$ cat config.mk
export PLATFORM = sky130hd
export DESIGN_NAME = hc194_deser_flat
export DESIGN_NICKNAME = d
export VERILOG_FILES = /design/src/rtl/hc194_deser_if.sv /design/src/rtl/hc194_deser.sv /design/src/flat_wrapper.sv
export SDC_FILE = /design/constraint.sdc
export NUM_CORES = 1
export LEC_CHECK = 0
export CAP_MARGIN = 20
export CORE_MARGIN = 4
export CORE_UTILIZATION = 46
export DETAILED_ROUTE_END_ITERATION = 10
export PLACE_DENSITY_LB_ADDON = 0.08
export RECOVER_POWER = 50
export SYNTH_ARGS = -nofsm -noshare
export SYNTH_HDL_FRONTEND = slang
export SYNTH_SLANG_ARGS = --single-unit
$ cat constraint.sdc
create_clock -name CP -period 1.81 [get_ports CP]
set_input_delay 0.4525 -clock CP [delete_from_list [all_inputs] [get_ports CP]]
set_output_delay 0.4525 -clock CP [all_outputs]
set_load 0.02 [all_outputs]
$ cat src/rtl/hc194_deser_if.sv
// Serial-link receive bundle for hc194_deser: strobed bit stream in, held word plus status out.
// The master side is the transmitter/consumer; the slave side is the receiver.
interface hc194_deser_if #(
    parameter int WIDTH = 4
);
    logic             SIN;
    logic             SEN;
    logic             SYNC;
    logic             DIR;
    logic             ACK;
    logic             ERR_CLR;
    logic [0:WIDTH-1] Q;
    logic             QV;
    logic             BUSY;
    logic             OVR;
    logic             FERR;

    modport master (
        output SIN, SEN, SYNC, DIR, ACK, ERR_CLR,
        input  Q, QV, BUSY, OVR, FERR
    );

    modport slave (
        input  SIN, SEN, SYNC, DIR, ACK, ERR_CLR,
        output Q, QV, BUSY, OVR, FERR
    );
endinterface

$ cat src/rtl/hc194_deser.sv
// Receive end of the 194-style shift-register link: reassembles WIDTH-bit words in either
// shift order and holds them behind a valid/acknowledge handshake with overrun/framing flags.
module hc194_deser #(
    parameter int WIDTH = 4
) (
    input logic          CP,
    input logic          MR,
    hc194_deser_if.slave bus
);
    localparam int CW = $clog2(WIDTH + 1);
    localparam logic [CW-1:0] LAST = CW'(WIDTH - 1);
    localparam logic [CW-1:0] ONE  = CW'(1);

    typedef enum logic {
        IDLE,
        RECV
    } state_t;

    state_t           state_q, state_d;
    logic [0:WIDTH-1] sh_q, sh_d;
    logic [0:WIDTH-1] q_q, q_d;
    logic [0:WIDTH-1] sh_next;
    logic [CW-1:0]    count_q, count_d;
    logic             dir_l_q, dir_l_d;
    logic             qv_q, qv_d;
    logic             ovr_q, ovr_d;
    logic             ferr_q, ferr_d;
    logic             shift_dir;
    logic             complete;
    logic             ovr_set;
    logic             ferr_set;

    // dir=0 mirrors a right-shifting source (new bit enters index 0), dir=1 a left-shifting one.
    function automatic logic [0:WIDTH-1] shift_in(input logic [0:WIDTH-1] cur,
                                                  input logic             din,
                                                  input logic             dir);
        logic [0:WIDTH-1] nxt;
        if (dir) begin
            nxt = {cur[1:WIDTH-1], din};
        end else begin
            nxt = {din, cur[0:WIDTH-2]};
        end
        return nxt;
    endfunction

    always_comb begin
        state_d  = state_q;
        sh_d     = sh_q;
        q_d      = q_q;
        count_d  = count_q;
        dir_l_d  = dir_l_q;
        qv_d     = qv_q;
        ovr_d    = ovr_q;
        ferr_d   = ferr_q;
        complete = 1'b0;
        ovr_set  = 1'b0;
        ferr_set = 1'b0;

        // A frame-start bit takes its order from DIR directly; later bits use the latched order.
        shift_dir = (state_q == IDLE || bus.SYNC) ? bus.DIR : dir_l_q;
        sh_next   = shift_in(sh_q, bus.SIN, shift_dir);

        if (bus.ACK) begin
            qv_d = 1'b0;
        end

        case (state_q)
            IDLE: begin
                if (bus.SEN && bus.SYNC) begin
                    dir_l_d = bus.DIR;
                    sh_d    = sh_next;
                    count_d = ONE;
                    state_d = RECV;
                end
            end
            RECV: begin
                if (bus.SEN) begin
                    sh_d = sh_next;
                    if (bus.SYNC) begin
                        ferr_set = 1'b1;
                        dir_l_d  = bus.DIR;
                        count_d  = ONE;
                    end else if (count_q == LAST) begin
                        complete = 1'b1;
                        count_d  = '0;
                        state_d  = IDLE;
                    end else begin
                        count_d = count_q + ONE;
                    end
                end
            end
            default: state_d = IDLE;
        endcase

        // An acknowledge in the completion cycle frees the holding register just in time.
        if (complete) begin
            if (qv_q && !bus.ACK) begin
                ovr_set = 1'b1;
            end else begin
                q_d  = sh_next;
                qv_d = 1'b1;
            end
        end

        if (bus.ERR_CLR) begin
            ovr_d  = 1'b0;
            ferr_d = 1'b0;
        end
        if (ovr_set) begin
            ovr_d = 1'b1;
        end
        if (ferr_set) begin
            ferr_d = 1'b1;
        end
    end

    always_ff @(posedge CP) begin
        if (MR) begin
            state_q <= IDLE;
            sh_q    <= '0;
            q_q     <= '0;
            count_q <= '0;
            dir_l_q <= 1'b0;
            qv_q    <= 1'b0;
            ovr_q   <= 1'b0;
            ferr_q  <= 1'b0;
        end else begin
            state_q <= state_d;
            sh_q    <= sh_d;
            q_q     <= q_d;
            count_q <= count_d;
            dir_l_q <= dir_l_d;
            qv_q    <= qv_d;
            ovr_q   <= ovr_d;
            ferr_q  <= ferr_d;
        end
    end

    assign bus.Q    = q_q;
    assign bus.QV   = qv_q;
    assign bus.BUSY = (state_q == RECV);
    assign bus.OVR  = ovr_q;
    assign bus.FERR = ferr_q;
endmodule
$ cat src/flat_wrapper.sv
// flat-port wrapper written by rule: the top's interface ports become plain ports
module hc194_deser_flat 
#(
    parameter int WIDTH = 4
)
  (CP, MR, bus_SIN, bus_SEN, bus_SYNC, bus_DIR, bus_ACK, bus_ERR_CLR, bus_Q, bus_QV, bus_BUSY, bus_OVR, bus_FERR);
  hc194_deser_if #(.WIDTH(WIDTH)) bus_i ();
  input logic CP;
  input logic MR;
  input wire logic [$bits(bus_i.SIN)-1:0] bus_SIN;
  input wire logic [$bits(bus_i.SEN)-1:0] bus_SEN;
  input wire logic [$bits(bus_i.SYNC)-1:0] bus_SYNC;
  input wire logic [$bits(bus_i.DIR)-1:0] bus_DIR;
  input wire logic [$bits(bus_i.ACK)-1:0] bus_ACK;
  input wire logic [$bits(bus_i.ERR_CLR)-1:0] bus_ERR_CLR;
  output wire logic [$bits(bus_i.Q)-1:0] bus_Q;
  output wire logic [$bits(bus_i.QV)-1:0] bus_QV;
  output wire logic [$bits(bus_i.BUSY)-1:0] bus_BUSY;
  output wire logic [$bits(bus_i.OVR)-1:0] bus_OVR;
  output wire logic [$bits(bus_i.FERR)-1:0] bus_FERR;
  assign bus_i.SIN = bus_SIN;
  assign bus_i.SEN = bus_SEN;
  assign bus_i.SYNC = bus_SYNC;
  assign bus_i.DIR = bus_DIR;
  assign bus_i.ACK = bus_ACK;
  assign bus_i.ERR_CLR = bus_ERR_CLR;
  assign bus_Q = bus_i.Q;
  assign bus_QV = bus_i.QV;
  assign bus_BUSY = bus_i.BUSY;
  assign bus_OVR = bus_i.OVR;
  assign bus_FERR = bus_i.FERR;
  hc194_deser #(.WIDTH(WIDTH)) u_core (.CP(CP), .MR(MR), .bus(bus_i));
endmodule
# Yosys cells after proc, flatten, opt, wreduce, memory -nomap -nowiden
# Index checks and enable logic that the tools add are counted.
[word_totals]
register_bits = 16
in_bits = 8
out_inout_bits = 8
word_cells = 58
[op_classes]
n_addsub = 1
eq_ne = 4
muxes = 34
bitwise = 2
n_reduce_logical = 9
[op_table]
columns = ["cell", "n"]
rows = [
  ["$mux 1", 23],
  ["$mux 3", 4],
  ["$mux 4", 3],
  ["$pmux 4 s2", 1],
  ["$ne 2x2->1 const B", 3],
  ["$pmux 3 s2", 1],
  ["$pmux 1 s2", 2],
  ["$reduce_and 2->1", 2],
  ["$reduce_bool 2->1", 2],
  ["$add 3x1->3 const B", 1],
  ["$eq 3x2->1 const B", 1],
  ["$reduce_and 3->1", 1],
  ["$logic_and 1x1->1", 2],
  ["$not 1->1", 2],
  ["$logic_not 1->1", 1],
  ["$logic_or 1x1->1", 1],
]

# Depth between registers and ports, before layout
# Gate-level depths: netlist of run 1.
[depth]
depth_word = 7
depth_mapped = 5
mapped_depth_nobuf = 5

# Least setup slack after synthesis of run 1
# No wires, ideal clock.
[synth_path]
path_type = "in2reg"
startpoint = "input port bus_SEN"
endpoint = "register u_core.q_q (netlist bit u_core.bus.Q[0])"
setup_time_ns = 0.086
t_arrival_ns = 1.321
required_time_ns = 1.724
path_slack_ns = 0.404
path_stages = 5
path_buffers = 1
path_cell_list = "clkbuf_2 nand3b_1 nor3_2 nor2_1 a211oi_1"
[synth_via]
elab_chain_cells = 3
[synth_lines]
columns = ["element", "line", "text"]
rows = [
  ["from (decl)", "flat_wrapper.sv:11", "input wire logic [$bits(bus_i.SEN)-1:0] bus_SEN;"],
  ["$mux 1", "hc194_deser.sv:77", "if (bus.SEN) begin"],
  ["$mux 1", "hc194_deser.sv:67", "case (state_q)"],
  ["$reduce_and 2->1 (no source line)", "-", ""],
  ["to (signal assigned)", "hc194_deser.sv:130", "q_q <= q_d;"],
  ["to (decl)", "hc194_deser.sv:21", "logic [0:WIDTH-1] q_q, q_d;"],
]
# No other way between the ends.
# A chain may end at the register's enable or synchronous reset.

# Final worst setup path of run 1
[layout_path]
startpoint = "register u_core.q_q (netlist bit u_core.bus.Q[3])"
endpoint = "output port bus_Q[0]"
[layout_rtl]
columns = ["element", "line", "text"]
rows = [
  ["to (decl)", "flat_wrapper.sv:16", "output wire logic [$bits(bus_i.Q)-1:0] bus_Q;"],
]
# No word-level cell between the ends.

==> flow_summary.json, run 1 <==
{
  "status": "completed",
  "min_path_type": "flip-flop to flip-flop",
  "ctsResizeCount": 0,
  "setup.worst_path.class": "flip-flop to primary output",
  "skew_ns": 0.003423,
  "via_per_inst": 5.150,
  "cts.sinks": 16,
  "dr.pass1.iters": 3,
  "htree_levels": 1,
  "total_leakage_power_nw": 0.3507,
  "rsz0062_at_grt": "false",
  "cp_data_required_time_ns": 1.36,
  "period_share": 0.9258,
  "arrival_ns": 1.22,
  "root_buffer": "clkbuf_4",
  "drtIter0Drc": 8,
  "dp_slack_ns": -0.1361,
  "cp_max_fo": 2,
  "cp_top_family": "buffers and inverters",
  "io_buffer_count": 15,
  "crit_buf_inv": 1,
  "relSlewSlack": 0.7781,
  "design.core.area_um2": 1350,
  "m1WireLength_um": 627,
  "vdd.ir_drop.worst_mv": 0.4383,
  "worst_slack_ns": 0.1342,
  "final_cell_count_no_fill": 113,
  "grt_pass1_wl_um": 2283,
  "vias": 582,
  "syn_area_per_cell_um2": 9.249,
  "boundaryPins": 16,
  "final_nets": 108,
  "wl_um": 1349,
  "syn2layout_area_growth_pct": 35.10,
  "synth_cells": 74,
  "n_fill_cell": 133,
  "slowest_stage": "clkdlybuf4s50_1",
  "die_area_um2": 2169,
  "std_cell_rows": 13,
  "cts_hold_buf": 0,
  "syn_nets": 83,
  "postCtsSetupBuffers": 0,
  "die_w_um": 46.57,
  "remaining_drc_errors": 0,
  "utilization": 0.6849,
  "max_stage_delay_ns": 0.60,
  "met2_length_um": 624,
  "path_clk_slew_ns": 0.09,
  "netlist_area_um2": 684.4,
  "slew_violations": 0,
  "worstMarginPinSlew_ns": 0.3318,
  "antenna_found_initial": 0,
  "max_cap_violations": 0,
  "end_kind": "primary output",
  "dieHeight_um": 46.57,
  "first_global_vias": 560,
  "power_density_nw_per_um2": 741.9,
  "grtUsageTotal": 0.1471,
  "grt_max_degree": 11,
  "final_antenna_net_count": 0,
  "ys_types": 20,
  "dp_hpwl_um": 1071,
  "clock_latency_ns": 0.27,
  "dp_cells": 109,
  "min_period_ns": 1.676,
  "max_clock_freq_ghz": 0.5967,
  "cp_cell_sequence": "clkdlybuf4s50_1",
  "wl_met3_um": 97,
  "top_layer_used": "met3",
  "drive_gt1_frac": 0.1633,
  "cts_max_path_buffers": 2,
  "routedWlPerCell_um": 11.94,
  "start_util": 0.5070,
  "startpoint_type": "flip-flop",
  "cts_tree": "built",
  "numCtsBuffers": 3,
  "yosys_register_bits": 16,
  "setup_viol": 0,
  "yosysWarnings": 0,
  "gp_congestion": 0.7553,
  "ys_seq_area_frac": 0.4680,
  "grt_overflow_total": 0,
  "diodes": 0,
  "hold_viol": 0
}
==> final timing paths <==
| kind | start | slack [ns] | end | cells after the start |
|---|---|---|---|---|
| worst min-delay path | u_core.count_q[2]$_SDFFE_PP0N_ | 0.47 | u_core.count_q[2]$_SDFFE_PP0N_ | 2 |
| worst min register to register | u_core.count_q[2]$_SDFFE_PP0N_ | 0.47 | u_core.count_q[2]$_SDFFE_PP0N_ | 2 |
| worst max-delay path | u_core.bus.Q[3]$_SDFFE_PP0P_ | 0.13 | bus_Q[0] | 1 |
| worst max register to register | u_core.bus.BUSY$_SDFF_PP0_ | 0.30 | u_core.bus.Q[0]$_SDFFE_PP0P_ | 7 |
==> area by class of cell <==
| type | count | area (um2) | share of cell area |
|---|---|---|---|
| clock buffer | 4 | 36.28 | 0.03924 |
| tap | 15 | 18.77 | 0.02030 |
| sequential | 16 | 320.3 | 0.3464 |
| timing repair buffer | 23 | 197.7 | 0.2138 |
| multi-input combinational | 55 | 351.6 | 0.3802 |
==> kinds of logic (layout without fill, tap and decap cells) <==
| family | Yosys count | in the layout | synth area share |
|---|---|---|---|
| simple gates | 31 | 31 | 0.2322 |
| compound gates | 18 | 18 | 0.1718 |
| flops | 16 | 16 | 0.4680 |
| mux | 5 | 5 | 0.09141 |
| buf+inv | 3 | 27 | 0.01828 |
| fa+ha+maj | 1 | 1 | 0.01828 |
==> state kept, by name (all words and copies together), names as in the netlist <==
name,flops
u_core.bus.Q,4
u_core.sh_q,4
u_core.count_q,3
u_core.bus.BUSY,1
u_core.bus.FERR,1
u_core.bus.OVR,1
u_core.bus.QV,1
u_core.dir_l_q,1
==> power by group <==
group	internal, W	leakage (nW)	switching, W
clock network	0.000122	0.0210	0.000105
registers	0.000364	0.130	0.00000930
logic	0.0000449	0.199	0.0000414
==> cell usage after synthesis <==
cell	count	area (um2)
dfxtp_1	16	320.3
nor2_1	13	48.80
a211oi_1	8	60.06
a21oi_1	7	35.03
nand2_1	5	18.77
mux2i_1	4	40.04
nand2b_1	3	18.77
nand3_1	3	15.01
nor2b_1	3	18.77
clkbuf_1	2	7.510
a21o_2	1	8.760
clkbuf_2	1	5.000
ha_1	1	12.51
mux2i_4	1	22.52
nand2b_4	1	13.76
nand3b_1	1	7.510
nor3_2	1	10.01
nor3b_1	1	7.510
o21a_2	1	8.760
o21ai_0	1	5.000
==> metrics by stage <==
step / TNS (ns) / hold slack (ns) / total power, W / cell area, um2
floorplan: 0 / 0.4339 / 0.0004289 / 684.4
global placement: -0.6742 / 0.4471 / 0.0004702 / 900.9
detailed placement: -0.8060 / 0.4618 / 0.0004718 / 900.9
CTS: 0 / 0.4773 / 0.0006981 / 937.1
global route: 0 / 0.4989 / 0.0007254 / 924.6
finish: 0 / 0.4720 / 0.0006860 / 924.6
==> cell usage in the layout, fill, tap and decap left out, drive strengths merged <==
| cell | count |
|---|---|
| clkdlybuf4s50 | 12 |
| a21oi | 7 |
| nand3 | 3 |
| nand2b | 4 |
| nor2b | 3 |
| o21ai | 1 |
| nor3 | 1 |
| buf | 5 |
| ha | 1 |
| nand2 | 5 |
| nand3b | 1 |
| a211oi | 8 |
| mux2i | 5 |
| nor2 | 13 |
| nor3b | 1 |
| clkbuf | 8 |
| dfxtp | 16 |
| dlygate4sd3 | 2 |
| o21a | 1 |
| a21o | 1 |
==> routing by layer <==
metal	up-vias	GRT usage
li1	310	-
met1	261	0.1850
met2	11	0.2363
met3	0	0.04297
met4	0	0.05114
met5	-	0
(Power assumes the default switching activity.)
==> run 2: changes to the inputs <==
--- a/config.mk
+++ b/config.mk
@@ -10,7 +10,7 @@
 export CORE_UTILIZATION = 46
 export DETAILED_ROUTE_END_ITERATION = 10
 export PLACE_DENSITY_LB_ADDON = 0.08
-export RECOVER_POWER = 50
+export SLEW_MARGIN = 10
 export SYNTH_ARGS = -nofsm -noshare
 export SYNTH_HDL_FRONTEND = slang
 export SYNTH_SLANG_ARGS = --single-unit
==> flow_summary.json, run 2 (synthesized netlist as in run 1, its figures left out) <==
{
  "cts.sinks": 16,
  "hold_viol": 0,
  "r2r_start": "u_core.bus.BUSY$_SDFF_PP0_",
  "slowest_stage": "clkdlybuf4s50_1",
  "power_density_nw_per_um2": 734.2,
  "max_stage_delay_ns": 0.60,
  "start_util": 0.5070,
  "ctsResizeCount": 0,
  "cts_max_path_buffers": 2,
  "cp_top_family": "buffers and inverters",
  "hp-start": "u_core.count_q[2]$_SDFFE_PP0N_",
  "arrival_ns": 1.22,
  "cp_cell_sequence": "clkdlybuf4s50_1",
  "setup-tns-final_ns": 0,
  "design.core.area_um2": 1350,
  "dr.pass1.iters": 2,
  "placed_area_um2": 900.9,
  "die_w_um": 46.57,
  "min_period_ns": 1.676,
  "worstMarginPinSlew_ns": 0.3286,
  "crit_buf_inv": 1,
  "final_nets": 108,
  "setup.worst_path.class": "flip-flop to primary output",
  "antenna_found_initial": 0,
  "wl_um": 1347,
  "cp_data_required_time_ns": 1.36,
  "rsz0062_at_grt": "false",
  "dp_slack_ns": -0.1361,
  "via_per_inst": 5.142,
  "worst_hold_slack_ns": 0.4724,
  "skew_ns": 0.002893,
  "dieHeight_um": 46.57,
  "htree_levels": 1,
  "setup_viol": 0,
  "syn2layout_area_growth_pct": 37.29,
  "grtUsageTotal": 0.1471,
  "max_clock_freq_ghz": 0.5966,
  "startpoint_type": "flip-flop",
  "cts_tree": "built",
  "vias": 581,
  "remaining_drc_errors": 0,
  "grt_max_degree": 11,
  "io_buffer_count": 15,
  "min_path_type": "flip-flop to flip-flop",
  "vdd.ir_drop.worst_mv": 0.4388,
  "met2_length_um": 619,
  "first_global_vias": 560,
  "path_clk_slew_ns": 0.09,
  "worst_slack_ns": 0.1339,
  "period_share": 0.9260,
  "relSlewSlack": 0.7802,
  "dp_hpwl_um": 1071,
  "die_area_um2": 2169,
  "final_antenna_net_count": 0,
  "status": "completed",
  "std_cell_rows": 13,
  "wl_met3_um": 92,
  "total_leakage_power_nw": 0.3718,
  "diodes": 0,
  "postCtsSetupBuffers": 0,
  "critPathLaunch": "u_core.bus.Q[3]$_SDFFE_PP0P_",
  "grt_overflow_total": 0,
  "grt_pass1_wl_um": 2283,
  "drive_gt1_frac": 0.1735,
  "routedWlPerCell_um": 11.92,
  "gp_congestion": 0.7553,
  "slew_violations": 0,
  "end_kind": "primary output",
  "layout_common_cells": "dfxtp_1, clkdlybuf4s50_1, nor2_1, a211oi_1, buf_4",
  "cp_max_fo": 2,
  "top_layer_used": "met3",
  "root_buffer": "clkbuf_4",
  "cts_hold_buf": 0,
  "stdcell_area_um2": 939.7,
  "m1WireLength_um": 634,
  "drtIter0Drc": 4,
  "boundaryPins": 16,
  "max_cap_violations": 0,
  "final_common_cell": "dfxtp_1",
  "clock_latency_ns": 0.27,
  "numCtsBuffers": 3
}
run 2: per-stage QoR:
stage / instances / total power, W / utilization
after detailed placement: 109 / 0.0004718 / 0.6673
after global placement: 109 / 0.0004702 / 0.6673
after floorplan: 74 / 0.0004289 / -
final: 113 / 0.0006898 / 0.6960
after CTS: 113 / 0.0006981 / 0.6942
after global routing: 113 / 0.0007288 / 0.6960
run 2: layer usage:
metal	vias to the layer above	GRT usage
met1	260	0.1850
li1	310	-
met2	11	0.2363
met3	0	0.04297
met4	0	0.05114
met5	-	0
run 2: area by class of cell:
type,instances,area (um2)
well taps,15,18.77
clock buffers,4,36.28
multi-input cells,55,351.6
fillers,127,410.4
repair buffers,23,212.7
flip-flops and latches,16,320.3
run 2: final timing paths:
path                                                       end  slack, ns  cells after the start
worst max-delay path                                  bus_Q[0]       0.13                      1
worst min-delay path            u_core.count_q[2]$_SDFFE_PP0N_       0.47                      2
worst max register to register    u_core.bus.Q[0]$_SDFFE_PP0P_       0.35                      7
worst min register to register  u_core.count_q[2]$_SDFFE_PP0N_       0.47                      2
run 2: where the power goes:
part / switching, W / internal [W] / total (W)
combinational: 0.0000413 / 0.0000483 / 0.0000896
clock: 0.000105 / 0.000122 / 0.000227
sequential: 0.00000923 / 0.000364 / 0.000373
total: 0.000156 / 0.000534 / 0.000690
run 2: worst min-delay path: stages (launching register included):
cell and delay (ns):
dfxtp_1 0.33, nand2b_1 0.07, a21oi_1 0.04
